<file path="src/rtl/io_pad_mux.sv">
// io_pad_mux: Wishbone-configured pad multiplexer (GPIO + peripheral functions) with input synchronisers.
// Define IO_PAD_MUX_IRQ_EN to build the edge detector and IRQ_PEND logic; otherwise irq is tied low.
module io_pad_mux #(
  parameter int          NUM_PADS  = 38,
  parameter int          NUM_FUNCS = 4,
  parameter logic [31:0] BASE_ADDR = 32'h3000_0000
) (
  input  logic                              wb_clk_i,
  input  logic                              wb_rst_i,
  input  logic                              wbs_stb_i,
  input  logic                              wbs_cyc_i,
  input  logic                              wbs_we_i,
  input  logic [3:0]                        wbs_sel_i,
  input  logic [31:0]                       wbs_adr_i,
  input  logic [31:0]                       wbs_dat_i,
  output logic                              wbs_ack_o,
  output logic [31:0]                       wbs_dat_o,
  input  logic [(NUM_FUNCS-1)*NUM_PADS-1:0] periph_out,
  input  logic [(NUM_FUNCS-1)*NUM_PADS-1:0] periph_oe,
  output logic [NUM_PADS-1:0]               pad_in_sync,
  input  logic [NUM_PADS-1:0]               io_in,
  output logic [NUM_PADS-1:0]               io_out,
  output logic [NUM_PADS-1:0]               io_oeb,
  output logic [2:0]                        irq
);

  localparam logic [9:0] OFF_OUT_LO  = 10'h040;
  localparam logic [9:0] OFF_OUT_HI  = 10'h041;
  localparam logic [9:0] OFF_IN_LO   = 10'h042;
  localparam logic [9:0] OFF_IN_HI   = 10'h043;
  localparam logic [9:0] OFF_PEND_LO = 10'h044;
  localparam logic [9:0] OFF_PEND_HI = 10'h045;

  logic                         ack_q;
  logic [31:0]                  dat_q, rdata;
  logic                         hit, acc, wr_en;
  logic [9:0]                   offset;
  logic [NUM_PADS-1:0][1:0]     fsel_q, fsel_d;
  logic [NUM_PADS-1:0]          oe_q, oe_d, lock_q, lock_d, gpio_out_q, gpio_out_d;
  logic [NUM_PADS-1:0]          meta_q, sync_q;
  logic [NUM_PADS-1:0]          rise_rd, fall_rd, pend_rd;
  logic [63:0]                  out_ext, in_ext, pend_ext;
  logic                         unused_adr;

  assign offset     = wbs_adr_i[11:2];
  assign hit        = wbs_cyc_i & wbs_stb_i & (wbs_adr_i[31:12] == BASE_ADDR[31:12]);
  // Accepting only while ack is low gives the mandatory idle cycle between acks.
  assign acc        = hit & ~ack_q;
  assign wr_en      = acc & wbs_we_i;
  assign unused_adr = ^wbs_adr_i[1:0];

  assign out_ext  = 64'(gpio_out_q);
  assign in_ext   = 64'(sync_q);
  assign pend_ext = 64'(pend_rd);

  assign wbs_ack_o   = ack_q;
  assign wbs_dat_o   = dat_q;
  assign pad_in_sync = sync_q;

  always_comb begin : cfg_next
    fsel_d     = fsel_q;
    oe_d       = oe_q;
    lock_d     = lock_q;
    gpio_out_d = gpio_out_q;
    for (int p = 0; p < NUM_PADS; p++) begin
      if (wr_en && wbs_sel_i[0] && offset == 10'(p) && !lock_q[p]) begin
        fsel_d[p] = wbs_dat_i[1:0];
        oe_d[p]   = wbs_dat_i[2];
        lock_d[p] = wbs_dat_i[3];
      end
      if (wr_en && offset == OFF_OUT_LO + 10'(p / 32) && wbs_sel_i[(p % 32) / 8])
        gpio_out_d[p] = wbs_dat_i[p % 32];
    end
  end

  always_comb begin : read_mux
    rdata = '0;
    for (int p = 0; p < NUM_PADS; p++)
      if (offset == 10'(p))
        rdata[5:0] = {fall_rd[p], rise_rd[p], lock_q[p], oe_q[p], fsel_q[p]};
    case (offset)
      OFF_OUT_LO:  rdata = out_ext[31:0];
      OFF_OUT_HI:  rdata = out_ext[63:32];
      OFF_IN_LO:   rdata = in_ext[31:0];
      OFF_IN_HI:   rdata = in_ext[63:32];
      OFF_PEND_LO: rdata = pend_ext[31:0];
      OFF_PEND_HI: rdata = pend_ext[63:32];
      default:     ;
    endcase
  end

  // FSEL values with no matching function never match below, so they fall back to GPIO.
  always_comb begin : pad_mux
    for (int p = 0; p < NUM_PADS; p++) begin
      io_out[p] = gpio_out_q[p];
      io_oeb[p] = ~oe_q[p];
      for (int f = 1; f < NUM_FUNCS; f++) begin
        if (fsel_q[p] == 2'(f)) begin
          io_out[p] = periph_out[(f-1)*NUM_PADS + p];
          io_oeb[p] = ~periph_oe[(f-1)*NUM_PADS + p];
        end
      end
    end
  end

  // NOTE: sequential state uses non-blocking assignments so every flop samples pre-edge values.
  always_ff @(posedge wb_clk_i or posedge wb_rst_i) begin
    if (wb_rst_i) begin
      ack_q      <= 1'b0;
      dat_q      <= '0;
      fsel_q     <= '0;
      oe_q       <= '0;
      lock_q     <= '0;
      gpio_out_q <= '0;
      meta_q     <= '0;
      sync_q     <= '0;
    end else begin
      ack_q      <= acc;
      dat_q      <= (acc && !wbs_we_i) ? rdata : '0;
      fsel_q     <= fsel_d;
      oe_q       <= oe_d;
      lock_q     <= lock_d;
      gpio_out_q <= gpio_out_d;
      meta_q     <= io_in;
      sync_q     <= meta_q;
    end
  end

`ifdef IO_PAD_MUX_IRQ_EN
  logic [NUM_PADS-1:0] rise_q, rise_d, fall_q, fall_d, prev_q, pend_q, pend_d, clr;
  logic                irq_q;

  always_comb begin : irq_next
    rise_d = rise_q;
    fall_d = fall_q;
    clr    = '0;
    for (int p = 0; p < NUM_PADS; p++) begin
      if (wr_en && wbs_sel_i[0] && offset == 10'(p) && !lock_q[p]) begin
        rise_d[p] = wbs_dat_i[4];
        fall_d[p] = wbs_dat_i[5];
      end
      if (wr_en && offset == OFF_PEND_LO + 10'(p / 32) && wbs_sel_i[(p % 32) / 8])
        clr[p] = wbs_dat_i[p % 32];
    end
    // A new edge in the same cycle as its W1C clear wins.
    pend_d = (pend_q & ~clr) | (rise_q & sync_q & ~prev_q) | (fall_q & ~sync_q & prev_q);
  end

  always_ff @(posedge wb_clk_i or posedge wb_rst_i) begin
    if (wb_rst_i) begin
      rise_q <= '0;
      fall_q <= '0;
      prev_q <= '0;
      pend_q <= '0;
      irq_q  <= 1'b0;
    end else begin
      rise_q <= rise_d;
      fall_q <= fall_d;
      prev_q <= sync_q;
      pend_q <= pend_d;
      irq_q  <= |pend_q;
    end
  end

  assign rise_rd = rise_q;
  assign fall_rd = fall_q;
  assign pend_rd = pend_q;
  assign irq     = {2'b00, irq_q};
`else
  assign rise_rd = '0;
  assign fall_rd = '0;
  assign pend_rd = '0;
  assign irq     = 3'b000;
`endif

endmodule

</file>
<file path="config.mk">
export PLATFORM = sky130hd
export DESIGN_NAME = io_pad_mux
export DESIGN_NICKNAME = d
export VERILOG_FILES = /design/src/rtl/io_pad_mux.sv
export SDC_FILE = /design/constraint.sdc
export NUM_CORES = 1
export LEC_CHECK = 0
export CAP_MARGIN = 0
export CORE_AREA = 2 2 188 190
export DETAILED_ROUTE_END_ITERATION = 10
export DIE_AREA = 0 0 190 192
export GPL_ROUTABILITY_DRIVEN = 0
export PLACE_DENSITY = 0.74
export SYNTH_ARGS = -nofsm -noshare
export SYNTH_HDL_FRONTEND = slang
export SYNTH_SLANG_ARGS = --single-unit
</file>
<file path="constraint.sdc">
create_clock -name wb_clk_i -period 16.36 [get_ports wb_clk_i]
set_clock_uncertainty 0.2 [all_clocks]
set_input_delay 3.272 -clock wb_clk_i [delete_from_list [all_inputs] [get_ports wb_clk_i]]
set_output_delay 3.272 -clock wb_clk_i [all_outputs]
set_load 0.05 [all_outputs]
</file>
# == Word-level counts from Yosys, hierarchy flattened ==
# Index checks and enable logic that the tools add are counted.
# word_totals
reg_bits,299
in_bits,339
# classes
n_eq_ne,158
mux,268
n_bitwise,157
reduce_logical,126
# op_table
cell,n
two-way mux 1 bit,228
two-way mux 6 bit,37
"== test 10 x 5 -> 1 bit, second input constant",16
one-hot mux 32 bit (5 select lines),1
inverter 1 bit,153
"== test 2 bit, second input constant",76
logical AND 1 bit,85
"== test 10 x 4 -> 1 bit, second input constant",8
"== test 2 x 1 -> 1 bit, second input constant",38
"== test 10 x 6 -> 1 bit, second input constant",6
"== test 10 x 7 -> 1 bit, second input constant",6
"== test 10 x 3 -> 1 bit, second input constant",4
zero test 1 bit,39
two-way mux 32 bit,1
"== test 10 x 2 -> 1 bit, second input constant",2
"== test 20 x 18 -> 1 bit, second input constant",1
"== test 10 x 1 -> 1 bit, second input constant",1
zero test 10 bit,1
bitwise AND 1 bit,4
two-way mux 4 bit,1
OR reduction 2 bit,1

# == Depth between registers and ports, before layout ==
# depth
word_depth,41
ltp_mapped,10
mapped_depth_nobuf,7

# == Worst setup path after synthesis ==
# Ideal clock, no wire load.
# synth_path
kind,input port to output port
startpoint,input port periph_oe[76]
endpoint,output port io_oeb[0]
arrival_time_ns,4.035
required_ns,12.888
setup_slack_ns,8.853
path_stages,2
n_path_buf,0
cell_sequence,mux4_2 inv_1
# synth_via
elab_chain_len,2
# synth_lines
item,line,source
"start, declared",19,"input logic [(NUM_FUNCS-1)*NUM_PADS-1:0] periph_oe,"
inverter 1 bit,100,io_oeb[p] = ~periph_oe[(f-1)*NUM_PADS + p];
two-way mux 1 bit,98,if (fsel_q[p] == 2'(f)) begin
"end, declared",23,"output logic [NUM_PADS-1:0] io_oeb,"
# Every way passes these cells.

# == Final worst setup path ==
# layout_path
startpoint,input port periph_oe[110]
endpoint,output port io_oeb[34]
# The elaborated chain is that of the path after synthesis.

==> flow_metrics.tcl <==
set metrics [dict create \
    run_status "completed" \
    cts_made_buffers 34 \
    maxSlewViolCount 0 \
    min_period_ps 8580 \
    clock_latency_ps 510 \
    reg2reg_from "wbs_ack_o" \
    ys_seq_area_frac 0.522 \
    pwr-share-seq 0.446 \
    syn_area_sq_mm 0.0143 \
    p_clk_frac 0.454 \
    reg2reg_setup_slack_ps 13390 \
    p_switching_uw 385 \
    io_buffers 483 \
    path_buf_inv 3 \
    synth_edf_count 0 \
    arrival_ps 5100 \
    setup_violations 0 \
    synth_top_area_frac 0.522 \
    syn_to_final_growth_pct 44.8 \
    rr_endpoint "fsel_q[26]" \
    syn_inst 1095 \
    critical_path_class "input pin to primary output" \
    power_uw 1690 \
    grt_max_degree 101 \
    final_nets 1912 \
    cts-root-buf "clkbuf_16" \
    rsz0062_at_grt "false" \
    p_sw_frac 0.228 \
    avgViaCountPerCell 5.95 \
    layout-drive-gt1-share 0.216 \
    vias 12200 \
    grt_pass1_vias 12300 \
    yosys_warnings 0 \
    internal-power_uw 1310 \
    pwr-share-comb 0.100 \
    p_per_area_mw_per_mm2 81.5 \
    yosys-top-cells-area "dfrtp_1 (52%), mux4_2 (13%), mux2_2 (12%)" \
    cp_max_fo 1 \
    yosys_register_bits 299 \
    htree_levels 2 \
    clockBufferDepth 3 \
    placed_cell_area_sq_mm 0.0196 \
    yosys-top-cells-count "dfrtp_1 (299), mux2_2 (159), mux4_2 (80), nor2_1 (61), nand2_1 (60)" \
    critPathSlowestCell "clkdlybuf4s50_1" \
    die_x_um 190 \
    yosysMostFrequentCell "dfrtp_1" \
    start_kind "input pin" \
    boundaryPins 489 \
    ant_nets 0 \
    holdPathStages 0 \
    clkSlewWorstSetupHoldPaths_ps 50 \
    die_h_um 192 \
    vdd_ir_drop_max_uv 52.6 \
    grt_usage 0.276 \
    slew_headroom 0.244 \
    post_cts_buffers 0 \
    synth.largest_area_cell "dfrtp_1" \
    tightestPinTransition_ps 1130 \
    yosysUniqueCellTypes 73 \
    hold_buffers 0 \
    wirelength_um 51100 \
    slowest_delay_ps 810 \
    hpwl_um 37900 \
    crit_family "buffers and inverters" \
    fin_crit_sh 0.524 \
    finalHoldViolCount 0 \
    drc 0 \
    dieArea_sq_mm 0.0365 \
    grt_pass1_wl_um 75600 \
    cts.repair.resized 0 \
    path_common_cell "clkdlybuf4s50_1" \
    syn_avg_cell_area_sq_um 13.1 \
    fin_setup_tns_ps 0 \
    antenna_found_initial 1 \
    rows 68 \
    firstDrtPassIters 6 \
    async_flop_share 1.00 \
    core_area_sq_mm 0.0343 \
    power.leakage_uw 0.00873 \
    drv_cap 0 \
    hold-path-endpoint "pad_in_sync[18]" \
    crit_path_end_kind "primary output" \
    hp-start "meta_q[18]" \
    drtIter0Drc 988 \
    fin_area_sq_mm 0.0207 \
    initial_core_util 0.418 \
    min_path_type "flop to flop" \
    critical_path_required_ps 12890 \
    cts_tree "done" \
    grt_overflow 0 \
    synthFlopType "dfrtp_1" \
    cts_sinks 299 \
    crit_chain "clkdlybuf4s50_1, mux4_2, inv_1, clkdlybuf4s50_1" \
    max_freq_mhz 117 \
    worst_r2r_path_depth 6 \
    wire_per_inst_um 24.9 \
]
[cell usage in the layout (no fill, tap or decap), drive strengths merged, types with 5 or more instances in the layout]
cell,netlist,routed
and3,5,5
mux2,159,159
a31o,12,12
o221ai,10,10
nand3,18,18
or3,26,26
nor2,63,63
o21ai,24,24
buf,23,20
or4,5,5
dfrtp,299,299
nor4,7,7
nor2b,5,5
a32oi,6,6
a21o,6,6
mux4,80,80
o22ai,11,11
a22oi,38,38
o21bai,23,23
a21oi,24,24
a221oi,9,9
clkdlybuf4s50,0,481
clkbuf,38,48
inv,42,43
mux2i,5,5
nand2b,6,6
clkinv,2,6
nand2,61,61
nor4b,8,8
nor3,21,21
[how the worst max path moves through the flow]
stage / end / start / cells after the start
after detailed placement: io_oeb[20] / periph_oe[58] / 4
final: io_oeb[34] / periph_oe[110] / 4
after CTS: io_oeb[20] / periph_oe[58] / 4
after floorplan: fsel_q[0] / wb_rst_i / 1
after global routing: io_oeb[34] / periph_oe[110] / 4
after global placement: io_oeb[34] / periph_oe[110] / 4
[final cells by class]
| class | instances | area, sq um |
|---|---|---|
| antenna | 1 | 2.50 |
| clock buffer | 48 | 1030 |
| clock inverter | 8 | 96.3 |
| fill | 2724 | 13500 |
| inverter | 44 | 173 |
| multi-input combinational | 693 | 6430 |
| sequential | 299 | 7480 |
| tap | 455 | 569 |
| timing repair buffer | 501 | 4960 |
[stage by stage]
step	worst slack, ps	hold slack [ps]	utilization	std cells
after floorplan	4630	131	-	1097
after global placement	7770	132	0.572	1992
after detailed placement	7780	136	0.572	1992
after CTS	7780	147	0.605	2048
after global routing	7770	152	0.605	2049
final	7780	143	0.605	2049
[worst reg2reg max path: cells and delay by family (launching register included)]
kind | cells | cell delay (ps)
flops | 1 | 390
mux | 1 | 320
simple gates | 5 | 1950
[per-layer routing]
| layer | up-vias | share of wire | global-route usage |
|---|---|---|---|
| met2 | 722 | 0.49 | 0.466 |
| met4 | 0 | 0.037 | 0.0948 |
| met5 | - | 0 | 0 |
| met3 | 131 | 0.091 | 0.0608 |
| li1 | 5136 | - | - |
| met1 | 6193 | 0.38 | 0.353 |
[sequential cells by signal, summed over array words and instances (netlist names)]
register	flops
meta_q	38
fsel_q	76
oe_q	38
wbs_dat_o	32
lock_q	38
pad_in_sync	38
wbs_ack_o	1
gpio_out_q	38
[power groups by stage]
| stage | registers [uW] | logic [uW] | clock network (uW) |
|---|---|---|---|
| 2_1_floorplan | 783 | 40.9 | 0 |
| 3_3_place_gp | 767 | 166 | 0 |
| 3_5_place_dp | 767 | 168 | 0 |
| 4_1_cts | 754 | 169 | 777 |
| 5_1_grt | 754 | 178 | 810 |
| 6_report | 754 | 169 | 769 |
[logic make-up after synthesis]
kind of cell    after synthesis  share of synthesized area
compound gates              205                      0.105
xor+xnor                      1                   0.000612
buf+inv                     105                     0.0305
flops                       299                      0.522
mux                         244                      0.254
other cells                   1                   0.000262
simple gates                240                     0.0874
No activity file was read; power rests on OpenSTA's default activity.
